File: src/rtl/nmi_demux_pkg.sv
// NMI demux shared types and defaults.
// Holds FSM/error enums and default decode maps.
package nmi_demux_pkg;

  typedef enum logic [1:0] {
    ST_IDLE   = 2'd0,
    ST_ACCESS = 2'd1,
    ST_ERR    = 2'd2
  } state_t;

  typedef enum logic [1:0] {
    ERR_NONE  = 2'd0,
    ERR_UNMAP = 2'd1,
    ERR_TMO   = 2'd2
  } err_code_t;

  localparam logic [31:0] ERR_RDATA_DFLT = 32'hDEAD_BEEF;

  localparam int MAX_SLV = 16;

  // Slave i owns the 256 MiB window starting at i << 28.
  function automatic logic [MAX_SLV-1:0][31:0] dflt_base();
    logic [MAX_SLV-1:0][31:0] b;
    for (int i = 0; i < MAX_SLV; i++) begin
      b[i] = 32'(i) << 28;
    end
    return b;
  endfunction

  localparam logic [MAX_SLV-1:0][31:0] DFLT_BASE = dflt_base();
  localparam logic [MAX_SLV-1:0][31:0] DFLT_MASK =
    {MAX_SLV{32'hF000_0000}};

  function automatic int sel_width(int n);
    return (n > 1) ? $clog2(n) : 1;
  endfunction

endpackage

File: src/rtl/nmi_demux_prienc.sv
// Lowest-index-wins priority encoder for the hit vector.
// any is set when at least one hit bit is high.
module nmi_demux_prienc #(
  parameter int N = 11,
  parameter int W = 4
) (
  input  logic [N-1:0] hit,
  output logic [W-1:0] idx,
  output logic         any
);

  // Scan from the top so the lowest set bit is written last.
  always_comb begin
    idx = '0;
    any = 1'b0;
    for (int i = N - 1; i >= 0; i--) begin
      if (hit[i]) begin
        idx = W'(i);
        any = 1'b1;
      end
    end
  end

endmodule

File: src/rtl/nmi_demux.sv
// NMI address demux: one master to SLV_NUM slaves.
// Optional stall timeout: define NMI_DEMUX_TIMEOUT_EN.
module nmi_demux
  import nmi_demux_pkg::*;
#(
  parameter int SLV_NUM = 11,
  parameter logic [SLV_NUM-1:0][31:0] SLV_BASE =
    DFLT_BASE[SLV_NUM-1:0],
  parameter logic [SLV_NUM-1:0][31:0] SLV_MASK =
    DFLT_MASK[SLV_NUM-1:0],
  parameter int TIMEOUT_CYC = 1024,
  parameter logic [31:0] ERR_RDATA = ERR_RDATA_DFLT
) (
  input  logic                     clk_i,
  input  logic                     rst_i,
  input  logic                     m_valid_i,
  input  logic [31:0]              m_addr_i,
  input  logic [31:0]              m_wdata_i,
  input  logic [3:0]               m_wstrb_i,
  output logic                     m_ready_o,
  output logic [31:0]              m_rdata_o,
  output logic [SLV_NUM-1:0]       s_valid_o,
  output logic [31:0]              s_addr_o,
  output logic [31:0]              s_wdata_o,
  output logic [3:0]               s_wstrb_o,
  input  logic [SLV_NUM-1:0]       s_ready_i,
  input  logic [SLV_NUM-1:0][31:0] s_rdata_i,
  output logic                     err_o,
  output logic [31:0]              err_addr_o,
  output logic [1:0]               err_code_o
);

  localparam int SEL_W = sel_width(SLV_NUM);

  state_t           state;
  state_t           state_nx;
  logic [SLV_NUM-1:0] hit;
  logic [SEL_W-1:0] hit_idx;
  logic             hit_any;
  logic [SEL_W-1:0] sel_q;
  logic             latch_sel;
  logic             go_err;
  err_code_t        err_kind;
  err_code_t        err_code_q;
  logic [31:0]      err_addr_q;
  logic             tmo;

  assign s_addr_o   = m_addr_i;
  assign s_wdata_o  = m_wdata_i;
  assign s_wstrb_o  = m_wstrb_i;
  assign err_code_o = err_code_q;
  assign err_addr_o = err_addr_q;

  // Address match against every slave window.
  always_comb begin
    hit = '0;
    for (int i = 0; i < SLV_NUM; i++) begin
      hit[i] = (m_addr_i & SLV_MASK[i]) == SLV_BASE[i];
    end
  end

  nmi_demux_prienc #(
    .N(SLV_NUM),
    .W(SEL_W)
  ) u_prienc (
    .hit(hit),
    .idx(hit_idx),
    .any(hit_any)
  );

`ifdef NMI_DEMUX_TIMEOUT_EN
  localparam int CNT_W = sel_width(TIMEOUT_CYC);

  logic [CNT_W-1:0] cnt_q;

  assign tmo = cnt_q == CNT_W'(TIMEOUT_CYC - 1);

  // Stall counter: zero outside ACCESS, so each entry starts fresh.
  always_ff @(posedge clk_i or posedge rst_i) begin
    if (rst_i) begin
      cnt_q <= '0;
    end else if (state != ST_ACCESS) begin
      cnt_q <= '0;
    end else begin
      cnt_q <= cnt_q + CNT_W'(1);
    end
  end
`else
  assign tmo = 1'b0;
`endif

  // Next state and the combinational master response.
  always_comb begin
    state_nx  = state;
    m_ready_o = 1'b0;
    m_rdata_o = '0;
    err_o     = 1'b0;
    latch_sel = 1'b0;
    go_err    = 1'b0;
    err_kind  = ERR_NONE;
    unique case (state)
      ST_IDLE: begin
        if (m_valid_i) begin
          if (hit_any) begin
            state_nx  = ST_ACCESS;
            latch_sel = 1'b1;
          end else begin
            state_nx = ST_ERR;
            go_err   = 1'b1;
            err_kind = ERR_UNMAP;
          end
        end
      end
      ST_ACCESS: begin
        if (!m_valid_i) begin
          state_nx = ST_IDLE;
        end else if (s_ready_i[sel_q]) begin
          state_nx  = ST_IDLE;
          m_ready_o = 1'b1;
          m_rdata_o = s_rdata_i[sel_q];
        end else if (tmo) begin
          state_nx = ST_ERR;
          go_err   = 1'b1;
          err_kind = ERR_TMO;
        end
      end
      ST_ERR: begin
        state_nx  = ST_IDLE;
        m_ready_o = 1'b1;
        m_rdata_o = ERR_RDATA;
        err_o     = 1'b1;
      end
      default: begin
        state_nx = ST_IDLE;
      end
    endcase
  end

  // State register.
  always_ff @(posedge clk_i or posedge rst_i) begin
    if (rst_i) begin
      state <= ST_IDLE;
    end else begin
      state <= state_nx;
    end
  end

  // Latch the winning slave index at decode.
  always_ff @(posedge clk_i or posedge rst_i) begin
    if (rst_i) begin
      sel_q <= '0;
    end else if (latch_sel) begin
      sel_q <= hit_idx;
    end
  end

  // Error info is captured on ERR entry and held until the next error.
  always_ff @(posedge clk_i or posedge rst_i) begin
    if (rst_i) begin
      err_code_q <= ERR_NONE;
      err_addr_q <= '0;
    end else if (go_err) begin
      err_code_q <= err_kind;
      err_addr_q <= m_addr_i;
    end
  end

  // Only the latched slave sees valid, and only while in ACCESS.
  always_comb begin
    s_valid_o = '0;
    if (state == ST_ACCESS) begin
      s_valid_o[sel_q] = 1'b1;
    end
  end

endmodule

File: config.mk
export PLATFORM = sky130hd
export DESIGN_NAME = nmi_demux
export DESIGN_NICKNAME = d
export VERILOG_FILES = /design/src/rtl/nmi_demux_pkg.sv /design/src/rtl/nmi_demux_prienc.sv /design/src/rtl/nmi_demux.sv
export SDC_FILE = /design/constraint.sdc
export NUM_CORES = 1
export LEC_CHECK = 0
export ABC_AREA = 1
export BUFFER_PORTS_ARGS = -buffer_cell sky130_fd_sc_hd__buf_4
export CAP_MARGIN = 5
export CORE_AREA = 4 4 223 225
export DETAILED_ROUTE_END_ITERATION = 8
export DIE_AREA = 0 0 227 229
export HOLD_SLACK_MARGIN = 0.12
export MAX_ROUTING_LAYER = met4
export PLACE_DENSITY = 0.38
export SETUP_SLACK_MARGIN = 0.2
export SLEW_MARGIN = 30
export SYNTH_ARGS = -nofsm -noshare
export SYNTH_HDL_FRONTEND = slang
export SYNTH_SLANG_ARGS = --single-unit
File: constraint.sdc
create_clock -name clk_i -period 1.4 [get_ports clk_i]
set_input_delay 0.14 -clock clk_i [delete_from_list [all_inputs] [get_ports clk_i]]
set_output_delay 0.14 -clock clk_i [all_outputs]
set_load 0.01 [all_outputs]
==> results.toml <==
[die]
initial_core_util_pct = 11.0
die_w_um = 227
die_area_um2 = 52000
placementRows = 80
io_pins = 581
die_h_um = 229
core_um2 = 47500

[layout]
area_growth_pct = 128
mostFrequentLayoutCell = "buf_4"
final_cell_mix = "buf_4, nand2_1, nand4_1"
fin_area_um2 = 12000
seqCellArea_um2 = 980
multi_input_area_um2 = 3950
layout-drive-gt1-share_pct = 54.2
fillers = 5358
nets = 1925

[global_routing]
overflow = 0
grt_max_degree = 42
grt_pass1_wl_um = 58200
grt_pass1_vias = 8989
antenna_found_initial = 4
track_usage_pct = 15.4

[detailed_routing]
drc = 0
drtIter0Drc = 264
dr.pass1.iters = 4
drt_wl_total_um = 41700
detail_route.wirelength.met1_um = 17300
vias = 8457
drt-wirelength-per-cell_um = 19.8
final_antenna_net_count = 0
viasPerCell = 4.02
dr_wl_met2_um = 20500
routed.top_layer = "met4"
wl_met3_um = 3090

[placed_design]
hpwl_um = 31200
pre_cts_ws_ps = -656
io_buffers = 507
place_area_um2 = 9900
gp_congestion = 0.827

[clock_tree]
clk_pin_slew_ps = 60
cts_tree = "yes"
clkLatencyLatePin_ps = 290
root_buffer = "clkbuf_16"
numCtsBuffers = 5
clockBufferDepth = 2
clock_sinks = 39
cts-htree-levels = 2

[worst_setup_path]
cp-startpoint = "sel_q[0]"
r2r_start = "sel_q[0]"
end_kind = "primary output"
required_ps = 1260
worstSetupStartpointType = "flop"
worstPathArrival_ps = 2090
crit_type = "flop to primary output"
cp_max_fo = 8

[synthesis]
syn_avg_cell_area_um2 = 5.57
ys_warn_count = 0
synth_xor_xnor_area_share_pct = 0
synthCells = 940
synth_top_cell_area_share_pct = 38.3
ys_types = 31
synth_compound_area_share_pct = 6.28
synth_top_family_by_area = "simple AND/OR/NAND/NOR gates"
synthMuxAreaShare_pct = 0
yosys.area_share.simple_pct = 57.2
ys_top_cells_by_area = "nand2_1, dfrtp_1, buf_4"
synth.yosys.seq_area_share_pct = 18.6
yosysTopAreaCell = "nand2_1"
synth_fp_nets = 1377
synth-adder-area-share_pct = 0.717
synth_area_um2 = 5240
ys_seq_elements = 39

[pwr]
p_sw_w = 0.00966
vdd_drop_max_mv = 0.701
p_leak_nw = 5.94
pwr-share-comb_pct = 81.5
p_seq_share_pct = 10.9
intPower_w = 0.0106
clockPowerShare_pct = 7.6
power_density_nw_per_um2 = 1690
power.share.switching_pct = 47.8

[job]
drv_cap = 0

[sta]
fin_ws_ps = -828
drv_slew = 0
hold_viol_final = 0
finClkSkew_ps = 9.03
clock.fmax_mhz = 449
grt_setup_unrepaired = "yes"
setup_viol = 77
timing.final.crit_period_ps = 2230
timing.final.crit_share_pct = 159

[outcome]
violations = "negative setup slack"
status = "finished with violations"

[worst_hold_path]
min_from = "m_addr_i[30]"
hold_path_class = "input port to flop"
[metal layers]
layer  vias to the layer above  global-route usage [%]
met2                       368                    26.5
met1                      3975                    18.7
met5                         -                       -
met4                         0                    3.18
li1                       4074                       -
met3                        40                    2.98
[synthesized netlist by cell type]
cell,number
a21oi_1,1
a22oi_1,32
a31oi_1,8
and2_1,12
and2_4,8
buf_1,1
buf_2,22
buf_4,78
buf_6,4
clkbuf_1,20
clkinv_1,1
conb_1,1
dfrtp_1,39
ha_1,3
inv_1,15
inv_2,2
inv_4,1
nand2_1,534
nand2_2,1
nand2_4,2
nand3_1,41
nand3_2,1
nand4_1,65
nor2_1,34
nor2_4,2
nor2_8,1
nor3_1,2
o211ai_1,1
o21ai_0,4
o22ai_1,1
or2_2,3
[power groups by stage]
stage	Combinational [W]	Clock [W]	Sequential, W
2_1_floorplan	0.00672	0	0.00217
3_3_place_gp	0.0129	0	0.00204
3_5_place_dp	0.0129	0	0.00204
4_1_cts	0.0157	0.00161	0.00213
5_1_grt	0.0179	0.00164	0.00229
6_report	0.0165	0.00153	0.00221
[final timing paths]
check	cells after the start	to	slack, ps
worst max register to register	12	state[0]	-240
worst min register to register	1	err_addr_o[31]	480
worst max-delay path	12	m_rdata_o[21]	-830
worst min-delay path	3	sel_q[2]	140
max in group asynchronous	4	sel_q[1]	580
min in group asynchronous	4	err_addr_o[5]	440
[kinds of logic after synthesis]
family                     after synthesis
and+or+nand+nor                        706
DFF                                     39
AOI/OAI and AO/OA                       47
other                                    1
adders and majority gates                3
buffers and inverters                  144
[worst max-delay path: stages (launching register included)]
cell and delay [ps]:
dfrtp_1 430, buf_6 160, inv_8 80, nor2_4 40
buf_12 160, buf_12 140, buf_16 130, nand2_1 50
nand4_1 80, nand2_1 120, nand4_1 100, and2_4 160
buf_4 140
[state kept, by name, summed over array words and instances, names as in the netlist]
| name | flops |
|---|---|
| err_addr_o | 32 |
| sel_q | 4 |
| state | 2 |
| err_code_o | 1 |
[metrics by stage]
| stage | total power (W) | hold WS, ps | std cells | TNS (ps) | util (%) |
|---|---|---|---|---|---|
| final | 0.0202 | 139 | 2106 | -33850 | 25.1 |
| after global routing | 0.0219 | 154 | 2106 | -40790 | 25.1 |
| after CTS | 0.0194 | 149 | 2093 | -34130 | 24.3 |
| after detailed placement | 0.0149 | 187 | 2016 | -24020 | 20.8 |
| after global placement | 0.0149 | 188 | 2016 | -22820 | 20.8 |
| after floorplan | 0.00888 | 250 | 940 | -3000 | - |
[cell type report]
cell class	count	share of cell area [%]
Antenna cell	2	0.0419
Clock buffer	5	1.05
Clock inverter	3	0.565
Inverter	19	0.795
Multi-Input combinational cell	757	33.1
Sequential cell	39	8.19
Tap cell	615	6.44
Timing Repair Buffer	666	49.9
[what timing repair did]
item	in CTS	in global routing
pin swaps	85	26
gates cloned	16	3
buffers inserted	21	8
hold buffers	32	0
gates resized for setup	151	78
endpoints found under the setup margin	84	84
endpoints found under the hold margin	70	0
Note: power is estimated with default switching activity, not from simulation.
